File: config.mk
export PLATFORM = sky130hd
export DESIGN_NAME = pipe_stage_skid
export DESIGN_NICKNAME = d
export VERILOG_FILES = /design/src/rtl/pipeline_defs.sv /design/src/rtl/sat_counter.sv /design/src/rtl/pipe_stage_skid.sv
export SDC_FILE = /design/constraint.sdc
export NUM_CORES = 1
export LEC_CHECK = 0
export CELL_PAD_IN_SITES_DETAIL_PLACEMENT = 0
export CELL_PAD_IN_SITES_GLOBAL_PLACEMENT = 1
export CORE_UTILIZATION = 30
export CTS_CLUSTER_SIZE = 25
export DETAILED_ROUTE_END_ITERATION = 8
export PLACE_DENSITY_LB_ADDON = 0.05
export SETUP_SLACK_MARGIN = 0.3
export SLEW_MARGIN = 20
export SYNTH_ARGS = -nofsm -noshare
export SYNTH_HDL_FRONTEND = slang
export SYNTH_SLANG_ARGS = --single-unit
File: constraint.sdc
create_clock -name clk -period 1.7 [get_ports clk]
set_input_delay 0.34 -clock clk [delete_from_list [all_inputs] [get_ports clk]]
set_output_delay 0.34 -clock clk [all_outputs]
set_load 0.005 [all_outputs]
File: src/rtl/pipeline_defs.sv
// Shared pipeline definitions: stage FSM encoding, occupancy width and
// the packed payload structs that the pipeline stages hand to pipe_stage_skid.
package pipeline_defs;

   localparam int PIPE_OCC_W = 2;

   // Encoding doubles as the occupancy count (0 / 1 / 2 stored entries).
   typedef enum logic [PIPE_OCC_W-1:0] {
      EMPTY = 2'd0,
      BUSY  = 2'd1,
      FULL  = 2'd2
   } pipe_state_t;

   // Stage payloads; each is packed to a flat vector by the instantiating stage.
   typedef struct packed {
      logic [31:0] pc;
      logic [31:0] instr;
   } id_ex_t;

   typedef struct packed {
      logic [31:0] alu_res;
      logic [26:0] store_data;
      logic [4:0]  rd;
   } ex_mem_t;

   typedef struct packed {
      logic [31:0] wb_data;
      logic [26:0] rsvd;
      logic [4:0]  rd;
   } mem_wb_t;

   // Number of stored entries held in a given state.
   function automatic logic [PIPE_OCC_W-1:0] occ_of(input pipe_state_t s);
      return s;
   endfunction

endpackage

File: src/rtl/sat_counter.sv
// Saturating up-counter: counts cycles with inc high and parks at all-ones.
module sat_counter #(
   parameter int W = 32
) (
   input  logic         clk,
   input  logic         reset,
   input  logic         inc,
   output logic [W-1:0] count
);

   logic [W-1:0] count_q;
   logic [W-1:0] count_d;

   function automatic logic [W-1:0] sat_inc(input logic [W-1:0] v, input logic en);
      if (en && (v != {W{1'b1}})) begin
         return v + W'(1);
      end
      return v;
   endfunction

   // Next count: increment unless already saturated.
   always_comb begin
      count_d = sat_inc(count_q, inc);
   end

   // Count register.
   always_ff @(posedge clk) begin
      if (reset) begin
         count_q <= '0;
      end else begin
         count_q <= count_d;
      end
   end

   assign count = count_q;

endmodule

File: src/rtl/pipe_stage_skid.sv
// Generic pipeline stage register with valid/ready handshake, synchronous
// flush (bubble) and an optional 2-entry skid buffer that registers in_ready.
// Empty slots always hold zero so a bubble looks like an all-zero payload.
module pipe_stage_skid
   import pipeline_defs::*;
#(
   parameter int DATA_W  = 64,
   parameter int SKID_EN = 1,
   parameter int CNT_W   = 32
) (
   input  logic                  clk,
   input  logic                  reset,
   input  logic                  flush,
   input  logic                  in_valid,
   output logic                  in_ready,
   input  logic [DATA_W-1:0]     in_data,
   output logic                  out_valid,
   input  logic                  out_ready,
   output logic [DATA_W-1:0]     out_data,
   output logic [PIPE_OCC_W-1:0] occupancy,
   output logic [CNT_W-1:0]      stall_cnt
);

   pipe_state_t       state_q;
   pipe_state_t       state_d;
   logic [DATA_W-1:0] main_q;
   logic [DATA_W-1:0] main_d;
   logic [DATA_W-1:0] skid_q;
   logic              in_fire;
   logic              stall_inc;

   assign in_fire   = in_valid && in_ready;
   assign stall_inc = out_valid && !out_ready;

   // State register.
   always_ff @(posedge clk) begin
      if (reset) begin
         state_q <= EMPTY;
      end else begin
         state_q <= state_d;
      end
   end

   // Next-state logic; flush forces a bubble and drops any incoming payload.
   always_comb begin
      state_d = state_q;
      if (flush) begin
         state_d = EMPTY;
      end else begin
         case (state_q)
            EMPTY: if (in_fire) state_d = BUSY;
            BUSY: begin
               if (out_ready) begin
                  if (!in_fire) state_d = EMPTY;
               end else if (in_fire) begin
                  state_d = FULL;
               end
            end
            FULL:    if (out_ready) state_d = BUSY;
            default: state_d = EMPTY;
         endcase
      end
   end

   // Outputs decoded from the registered state and head register.
   always_comb begin
      out_valid = (state_q != EMPTY);
      occupancy = occ_of(state_q);
      out_data  = main_q;
   end

   // Head register next value: load, refill from skid, or clear to a bubble.
   always_comb begin
      main_d = main_q;
      if (flush) begin
         main_d = '0;
      end else begin
         case (state_q)
            EMPTY: if (in_fire) main_d = in_data;
            BUSY: begin
               if (out_ready) main_d = in_fire ? in_data : '0;
            end
            FULL:    if (out_ready) main_d = skid_q;
            default: main_d = '0;
         endcase
      end
   end

   // Head register.
   always_ff @(posedge clk) begin
      if (reset) begin
         main_q <= '0;
      end else begin
         main_q <= main_d;
      end
   end

   generate
      if (SKID_EN != 0) begin : g_skid
         logic [DATA_W-1:0] skid_buf_q;
         logic [DATA_W-1:0] skid_buf_d;
         logic              rdy_q;
         logic              rdy_d;

         // Skid slot catches the beat accepted while downstream stalls.
         always_comb begin
            skid_buf_d = skid_buf_q;
            if (flush) begin
               skid_buf_d = '0;
            end else if ((state_q == BUSY) && !out_ready && in_fire) begin
               skid_buf_d = in_data;
            end else if ((state_q == FULL) && out_ready) begin
               skid_buf_d = '0;
            end
            rdy_d = (state_d != FULL);
         end

         // Skid slot and registered ready; ready never sees out_ready combinationally.
         always_ff @(posedge clk) begin
            if (reset) begin
               skid_buf_q <= '0;
               rdy_q      <= 1'b1;
            end else begin
               skid_buf_q <= skid_buf_d;
               rdy_q      <= rdy_d;
            end
         end

         assign skid_q   = skid_buf_q;
         assign in_ready = rdy_q;
      end else begin : g_noskid
         assign skid_q   = '0;
         assign in_ready = !out_valid || out_ready;
      end
   endgenerate

   sat_counter #(
      .W(CNT_W)
   ) u_stall_cnt (
      .clk  (clk),
      .reset(reset),
      .inc  (stall_inc),
      .count(stall_cnt)
   );

endmodule

-- After elaboration in Yosys (flattened, before gate mapping)
Cells that the tools add are included.
- flip-flop bits (word level): 163
- word-level logic and storage cells: 41
- add/subtract/negate cells: 1
- eq/ne operators: 7
- muxes and demuxes: 16
- reductions and logical operators: 12
- operators with widths (cell ; count):
    two-way mux 64 bit ; 6
    case mux 64 bit (3 select lines) ; 1
    adder 32 x 1 -> 32 bit (second input constant) ; 1
    two-way mux 32 bit ; 1
    inequality test 32 bit (second input constant) ; 1
    two-way mux 2 bit ; 6
    inequality test 2 bit (second input constant) ; 4
    logical AND 1 bit ; 6
    case mux 2 bit (3 select lines) ; 1
    nonzero test 2 bit ; 2
    AND reduction 3 bit ; 1
    equality test 2 x 1 -> 1 bit (second input constant) ; 1
    equality test 2 bit (second input constant) ; 1
    logical NOT 2 bit ; 1
    OR reduction 2 bit ; 1
    logical NOT 1 bit ; 1
    two-way mux 1 bit ; 1

-- Depth between registers and ports, before layout
Gate-level depths: netlist of the first run.
- depth after elaboration: 6
- depth in mapped cells: 7

-- Hierarchy
From an unflattened synthesis of the first run, not the netlist that was laid out.
- cell total of the unflattened synthesis: 806
- area total of the unflattened synthesis: 7526.0 µm²
- modules (own cells, without submodules) (module ; times used ; cells an instance ; area an instance (µm²)):
    pipe_stage_skid ; 1 ; 603 ; 5791.8
    sat_counter ; 1 ; 203 ; 1734.2

-- Worst setup path after synthesis of the first run
No wires, ideal clock.
- path kind: in2reg
- from: input port out_ready
- to: register u_stall_cnt.count_q[21] (netlist: u_stall_cnt.count[21])
- setup time: 0.128 ns
- arrival: 1.715 ns
- data required time: 1.572 ns
- setup slack: -0.142 ns
- cell stages on the path: 7
- cell sequence: buf_4 -> o21bai_4 -> or4_4 -> buf_6 -> nor4b_2 -> xnor2_1 -> nor2_1
- word-level cells in the longest chain between the ends: 4
- ends and longest elaborated chain (item ; line ; text):
    from (decl) ; pipe_stage_skid.sv:18 ; input logic out_ready,
    logical NOT 1 bit ; pipe_stage_skid.sv:33 ; assign stall_inc = out_valid && !out_ready;
    logical AND 1 bit ; pipe_stage_skid.sv:33 ;
    logical AND 1 bit ; sat_counter.sv:15 ; if (en && (v != {W{1'b1}})) begin
    two-way mux 1 bit ; sat_counter.sv:15 ;
    to (signal assigned) ; sat_counter.sv:31 ; count_q <= count_d;
    to (decl) ; sat_counter.sv:11 ; logic [W-1:0] count_q;
Every way passes these cells.
A chain may end at the register's enable or synchronous reset.

-- Worst setup path after layout of the first run
- from: register u_stall_cnt.count_q[9] (netlist: u_stall_cnt.count[9])
- to: register u_stall_cnt.count_q[26] (netlist: u_stall_cnt.count[26])
- word-level cells in the longest chain between the ends: 3
- elaborated cells on any way between the ends: 5
- ends and longest elaborated chain (item):
    parallel branches: the longest is 3 deep, another holds adder 32 x 1 -> 32 bit
Parallel ways; which one is timed is not known. The select of a mux whose other input is x is not followed.

==> run summary, run 1 <==
The flow ran to the end, but the final reports show violations. The checks that failed: negative setup slack. The final worst-path setup slack came out at -0.0827 ns. The logs give 0 for the number of antenna violations at the first check in global routing and 0.223 for the aggregate global-route resource usage.

The largest clock skew in the final design came out at 0.0156 ns. In this run the tool buffered the top-level ports with 168 buffer cells. Global routing finished with a remaining overflow of 0. The run gives 0 as the diode insertion count for antenna repair.

The post-route DRC violation count is 0. The completed layout was analyzed and its total power is 9.17 mW. The tools report the accumulated negative setup slack as -1.12 ns.

The clock root buffer is clkbuf_16. In this run the deepest clock path goes through 2 buffers. 169 I/O pins were placed. Max-cap violations in this run came to 0.

The leakage component of the power came out at 5.16 nW. The critical path is of the reg -> reg type. The floorplan step set the die width to 151 um. The floorplan step set the die height to 151 um. At the pin with the least slew margin, the transition time is 0.388 ns.

The fraction of registers with async set/reset works out to 0. The number of synthesized register bits is 163, and the final weighted congestion in routability-driven placement is 0.759. Leaving out filler cells and counting taps, the final layout contains 1333. The largest vdd supply drop was 0.638 mV.

For this design the ratio of total power to cell area is 719 nW/um^2. Maximum operating frequency: 561 MHz. In this run, CTS created clock tree buffers numbering 17.

By area the synthesized netlist is led by dfxtp_1 (49%), a22oi_1 (14%), nor2_1 (8.7%), a22o_1 (8.4%), clkbuf_1 (3.2%). With fillers left out, the area of the finished cells amounts to 12700 sq um. Counting every sink on the clock net gives 163. The portion of synthesized cell area occupied by the leading cell type came out at 0.488. The run gives 6876 as the number of global-route vias before repair. Once detailed placement completed, the half-perimeter wirelength came to 13800 um.

The residual antenna-violating net count after detailed routing came out at 0. The share of the clock period used by the worst path is 1.05. Using the TritonRoute via totals, the vias-per-cell ratio works out to 5.33. Summing every instance area after synthesis gives 6690 sq um. Leaving out fill and tap cells, the most frequent cells in the layout are nor2_1 (153), a22oi_2 (119), dfxtp_1 (99), buf_6 (85), clkdlybuf4s50_1 (67). The fraction of layout instances using a drive strength above 1 works out to 0.481. Data on the critical path is required at its endpoint by 2.05 ns.

The library cell occupying the most area in the post-synthesis netlist is dfxtp_1. In this run, synthesis inferred 0 flip-flops with an integrated enable. The final route contains 7107 vias.

For this run, the post-layout net count is 1111. The run gives 0.488 as the sequential cell area fraction in the yosys report. Hold is met by 0.497 ns. Setup violations remaining at the end of the flow were counted as 43. The logs give 22900 sq um for the die area and -0.456 ns for the pre-CTS worst setup slack. The latest clock arrival within the worst-skew pair was 0.43 ns. The tools report the final count of hold timing violations as 0. The tools report the worst slew slack as a fraction of its limit as 0.740. The path class of the tightest hold or removal check is reg -> reg. Compared with the post-synthesis result, the final layout area differs by 90.5%.

The H-tree was split into 4 levels. Count of mapped cells out of synthesis: 721. The final cell utilization of the core was 0.584. For this block, the routed nets add up to 26900 um of wire. The number of placed instances, taps included is 1179, and the final max-slew violation count is 0. For this design, the CTS-stage hold fixing added 0 buffers. Yosys printed 0 warnings.

Most used flip-flop cell after synthesis: dfxtp_1. The floorplan has 54 rows. The data arrival at the endpoint of the critical path came out at 2.13 ns. Along the worst path, the maximum fanout reaches 7.

Once placement finished, the instance area stood at 9380 sq um. Most common cell after layout, fill and taps aside: nor2_1. The first global-routing pass estimated 38800 um of wire.

TritonCTS built the clock tree. The final period demand of the worst path was 1.78 ns. Element type at the critical path start: a register. The sort of element at the end of the critical path is a register. For the distinct cell type count of the synthesized netlist, the log shows 50. The run gives 0.307 as the initial core utilization. Clock-pin slew of the registers on the worst-case setup and hold paths: 0.07 ns. The number of optimization iterations in the first detailed-route pass was 5; the violation count after the first detailed-routing iteration was 286.

The core area was 21800 sq um; the mean routed wirelength per cell was 20.2 um. Setup repair after global routing could not meet its margin everywhere. The total nets after synthesis was 791. The largest net degree at the start of global routing was 45.

A synthesized cell averages 9.28 sq um.
## Yosys cell counts (3+ instances only)
cell and count:
a211oi_2 3, nand4_1 11, a21oi_1 21, xor2_1 3
nand2_1 10, or2_2 3, clkbuf_1 57, xnor2_1 18
nor3_1 3, a22oi_1 128, a22o_1 64, nor2_1 155
nand3_1 8, inv_1 8, o21ai_0 9, or3_1 10
dfxtp_1 163
## sequential cells by signal, indices dropped and copies added (netlist names)
register and count:
g_skid.skid_buf_q 64, occupancy 2, out_data 64, u_stall_cnt.count 32, in_ready 1
## cell type report
| type | count | area [sq um] |
|---|---|---|
| Sequential cell | 163 | 3370 |
| Tap cell | 280 | 350 |
| Clock inverter | 11 | 114 |
| Fill cell | 1838 | 9080 |
| Timing Repair Buffer | 365 | 4310 |
| Clock buffer | 20 | 468 |
| Multi-Input combinational cell | 486 | 4110 |
| Inverter | 8 | 30.0 |
## critical path, cell delays in order (launching register included)
cell and delay [ns]:
dfxtp_2 0.34, buf_4 0.11, nand4_4 0.12, nor3_4 0.28, nand4_1 0.26, or3_4 0.46, a21oi_2 0.12
## final timing paths
kind	startpoint	end	slack, ns	cells past startpoint
min	out_data[32]	out_data[32]	0.50	2
max	u_stall_cnt.count[9]	u_stall_cnt.count[26]	-0.08	6
min reg2reg	out_data[32]	out_data[32]	0.50	2
max reg2reg	u_stall_cnt.count[9]	u_stall_cnt.count[26]	-0.08	6
## cells by family after synthesis
kind of cell,count (synthesis),synth area share
XOR/XNOR,21,0.0275
buffers and inverters,72,0.0451
AND/OR/NAND/NOR,225,0.163
adder cells (fa/ha/maj),1,0.00187
flip-flops,163,0.488
multiplexers,1,0.00150
AO/OA/AOI/OAI,238,0.274
## what timing repair did
action | 4_1_cts | 5_1_grt
setup buffers | 65 | 28
resized for setup | 429 | 145
endpoints found under the setup margin | 260 | 201
pin swaps | 73 | 133
cloned | 21 | 9
## routing by layer
metal  up-vias  share of wire  track usage
li1       3321              -            -
met1      3542           0.44        0.286
met2       219           0.50        0.379
met3        25          0.051       0.0431
met4         0          0.012       0.0600
met5         -              0            0
## report_power, final
group | switching [mW] | leakage (nW) | internal (mW)
combinational | 0.617 | 3.53 | 0.761
clock | 1.69 | 0.283 | 2.17
sequential | 0.0482 | 1.35 | 3.88
total | 2.36 | 5.16 | 6.81
Note: power is estimated with default switching activity, not from simulation.
==> inputs of run 2 (changes only) <==
Settings changed: CORE_UTILIZATION 30 to 33.
==> run 2 against run 1 <==
  * Worst setup slack got worse by 0.0070 ns
  * Count of clock-buffer cells in the layout decreased by 1
  * Register-to-register slack about the same
  * Clock power increased by 4%
  * Via count increased by 3.6%
  * The flow still finishes with violations (negative setup slack)
  * Combinational power increased by 9%
  * Design area increased by 3.6%
  * Fmax decreased by 0.39%
  * Hold slack got worse by 0.0025 ns
  * Non-clock buffer count increased by 18
==> run summary, run 2 (synthesis gave the netlist of run 1 again) <==
The worst-case IR drop observed on VDD is 0.747 mV. The number of buffers and inverters on the critical path works out to 3. Clock-pin slew of the registers on the worst-case setup and hold paths: 0.07 ns. TritonCTS built the clock tree.

For this design the static power due to leakage is 5.41 nW. The checks that failed: negative setup slack. The final cell utilization of the core came out at 0.672. The tool flagged a number of max-cap violations equal to 0.

Setup violations remaining at the end of the flow were counted as 68. The number of buffers inserted by port buffering works out to 168. Routability-driven placement finished with a final weighted congestion of 0.797. For the number of antenna violations at the first check in global routing, the log shows 0.

The tools report the required time of the worst setup path as 2.05 ns. The beginning of the worst register-to-register path was u_stall_cnt.count[10]. The kind of critical path is reg -> reg. At the pin with the least slew margin, the transition time is 0.383 ns. Clock tree synthesis found a total of 163 sinks. The number of placed instances, taps included was 1167; the overall routed net length was 28600 um.

Residual antenna-violating net count after detailed routing: 0. The count of cells along the worst hold path is 2, and the synthesis-to-finish area growth is 97.4%. The most common cell after layout, fill and taps aside was nor2_1.

The run gives 7362 as the total vias in the final route. In the layout the commonest cells are nor2_1 (151), a22oi_2 (128), dfxtp_1 (89), buf_4 (71). The logs give 2 for the worst-case clock buffer depth and 1129 for the number of nets in the layout. The first global-routing pass estimated 42200 um of wire. The finished layout holds 1337 standard cells, fillers aside.

In this run the cell area measured after placement is 9400 sq um. Summing all non-filler instances in the final layout gives an area of 13200 sq um. Power density over the cells: 716 nW/um^2.

STA puts the critical path data arrival time at 2.14 ns. In this run the horizontal extent of the chip is 144 um. The leftover overflow at the end of global routing was 0; the number of global-route vias before repair was 7406. Mean routed wirelength per cell: 21.4 um.

Setup repair after global routing could not meet its margin everywhere. In this design, the largest share of critical-path delay is due to simple AND/OR/NAND/NOR gates. In the routed layout, each cell is associated on average with a via count of 5.51. In this run the most critical hold path is launched from out_data[32]. Critical path startpoint: u_stall_cnt.count[10]. CTS placed an instance of clkbuf_16 at the clock tree root. For this run, the slowest stage of the critical path takes 0.37 ns. The endpoint identified for the worst register-to-register timing path is u_stall_cnt.count[22]. The initial core utilization is 0.340. The final max-slew violation count was 0. Hold repair after CTS inserted 0 buffers. The worst slew slack as a fraction of its limit is 0.745. Share of the clock period used by the worst path: 1.05.

CTS buffer count: 17. The run finished, with violations left. The worst setup path is launched from a register.

The logs give 0.272 for the aggregate global-route resource usage and 169 for the number of I/O pins. The routed design could run at a clock period as short as 1.79 ns. The most common cell type on the critical path was buf_6.

The floorplan has 51 rows. Entering global routing, the biggest net connects 51 pins. From bottom edge to top edge, the die measures 144 um. The logs give 9.46 mW for the total power and -0.0897 ns for the final worst-path setup slack.

The diode insertion count for antenna repair was 0. The run gives 7 as the number of optimization iterations in the first detailed-route pass. The detailed router finished its first iteration with 263 violations.

The count of cells along the worst register-to-register path was 8; the biggest fanout along the worst timing path was 8. In the routed design, unresolved DRC markers number 0. STA classifies the critical path endpoint as a register. The tools report the final count of hold timing violations as 0.

Based on the critical path, the design can be clocked at up to 559 MHz. In this run the worst hold path is classified as reg -> reg. The largest clock skew in the final design is 0.0132 ns, and the flop-to-flop setup slack is -0.09 ns. The die covers 20800 sq um. The tools report the number of H-tree levels as 4.

Traced cell by cell, the critical path runs through nand4_4, buf_6, nor3_4, buf_4, buf_6, o211ai_1, or3_1, a21oi_1. The cell with the largest stage delay on the worst path was dfxtp_4. After legalization and detailed placement, the total HPWL measured 13400 um. In this run the standard cell core region covers 19700 sq um. The tools report the endpoint with the worst hold slack as out_data[32]. The fraction of layout instances using a drive strength above 1 was 0.507. For the worst-skew pair, the clock arrives at the later sink with an insertion delay of 0.43 ns.
==> run 2: changes by cell type in the layout (fill, tap and decap cells not counted), sizes merged, moves of 3 or more <==
cell           change
clkinv             +3
buf               +18
dlygate4sd2        +3
clkdlybuf4s15      -5
==> run 2: worst reg2reg max path: cells and delay by family (launching register included) <==
kind / cells / cell delay (ns)
simple gates: 3 / 0.68
buf+inv: 3 / 0.44
flops: 1 / 0.37
compound gates: 2 / 0.22
==> run 2: how the worst max path moves through the flow <==
| stage | cells past startpoint | endpoint | slack (ns) |
|---|---|---|---|
| floorplan | 7 | u_stall_cnt.count[19] | -0.11 |
| global placement | 6 | u_stall_cnt.count[21] | -0.39 |
| detailed placement | 7 | u_stall_cnt.count[29] | -0.44 |
| CTS | 5 | u_stall_cnt.count[21] | -0.03 |
| global route | 7 | u_stall_cnt.count[27] | -0.17 |
| finish | 8 | u_stall_cnt.count[22] | -0.09 |
==> run 2: timing repair <==
action,4_1_cts,5_1_grt
setup buffers,69,24
endpoints found under the hold margin,0,0
gates resized for setup,493,94
gates cloned,39,6
pin swaps,108,112
endpoints found under the setup margin,260,207
==> run 2: metal layers <==
| metal | share of wire | wire [um] | global-route usage | vias up |
|---|---|---|---|---|
| met1 | 0.42 | 12000 | 0.334 | 3668 |
| met2 | 0.50 | 14200 | 0.456 | 276 |
| met4 | 0.026 | 746 | 0.122 | 0 |
| li1 | - | - | - | 3359 |
| met5 | 0 | 0 | 0 | - |
| met3 | 0.058 | 1670 | 0.0573 | 59 |
==> run 2: layout make-up <==
type,instances,area [sq um]
timing repair buffer,383,4750
tap,265,332
sequential,163,3380
inverter,8,30.0
multi-input combinational,486,4110
clock buffer,19,443
fill,1509,6450
clock inverter,13,168
==> run 2: where the power goes <==
part | internal [mW] | switching (mW) | total (mW)
logic | 0.845 | 0.656 | 1.50
registers | 3.88 | 0.0519 | 3.93
clock network | 2.26 | 1.77 | 4.03
==> run 2: stage by stage <==
step	hold WS [ns]	worst slack, ns	setup TNS (ns)
floorplan	0.466	-0.108	-0.923
global placement	0.478	-0.388	-34.32
detailed placement	0.485	-0.441	-38.49
CTS	0.500	-0.0340	-0.0723
global route	0.513	-0.173	-8.84
finish	0.494	-0.0897	-1.73
==> inputs of run 3 (changes only) <==
Settings changed: ABC_CLOCK_PERIOD_IN_PS from default to 1700.
==> results of run 3 <==
The final DEF is identical to that of run 2; final timing and power are the same.
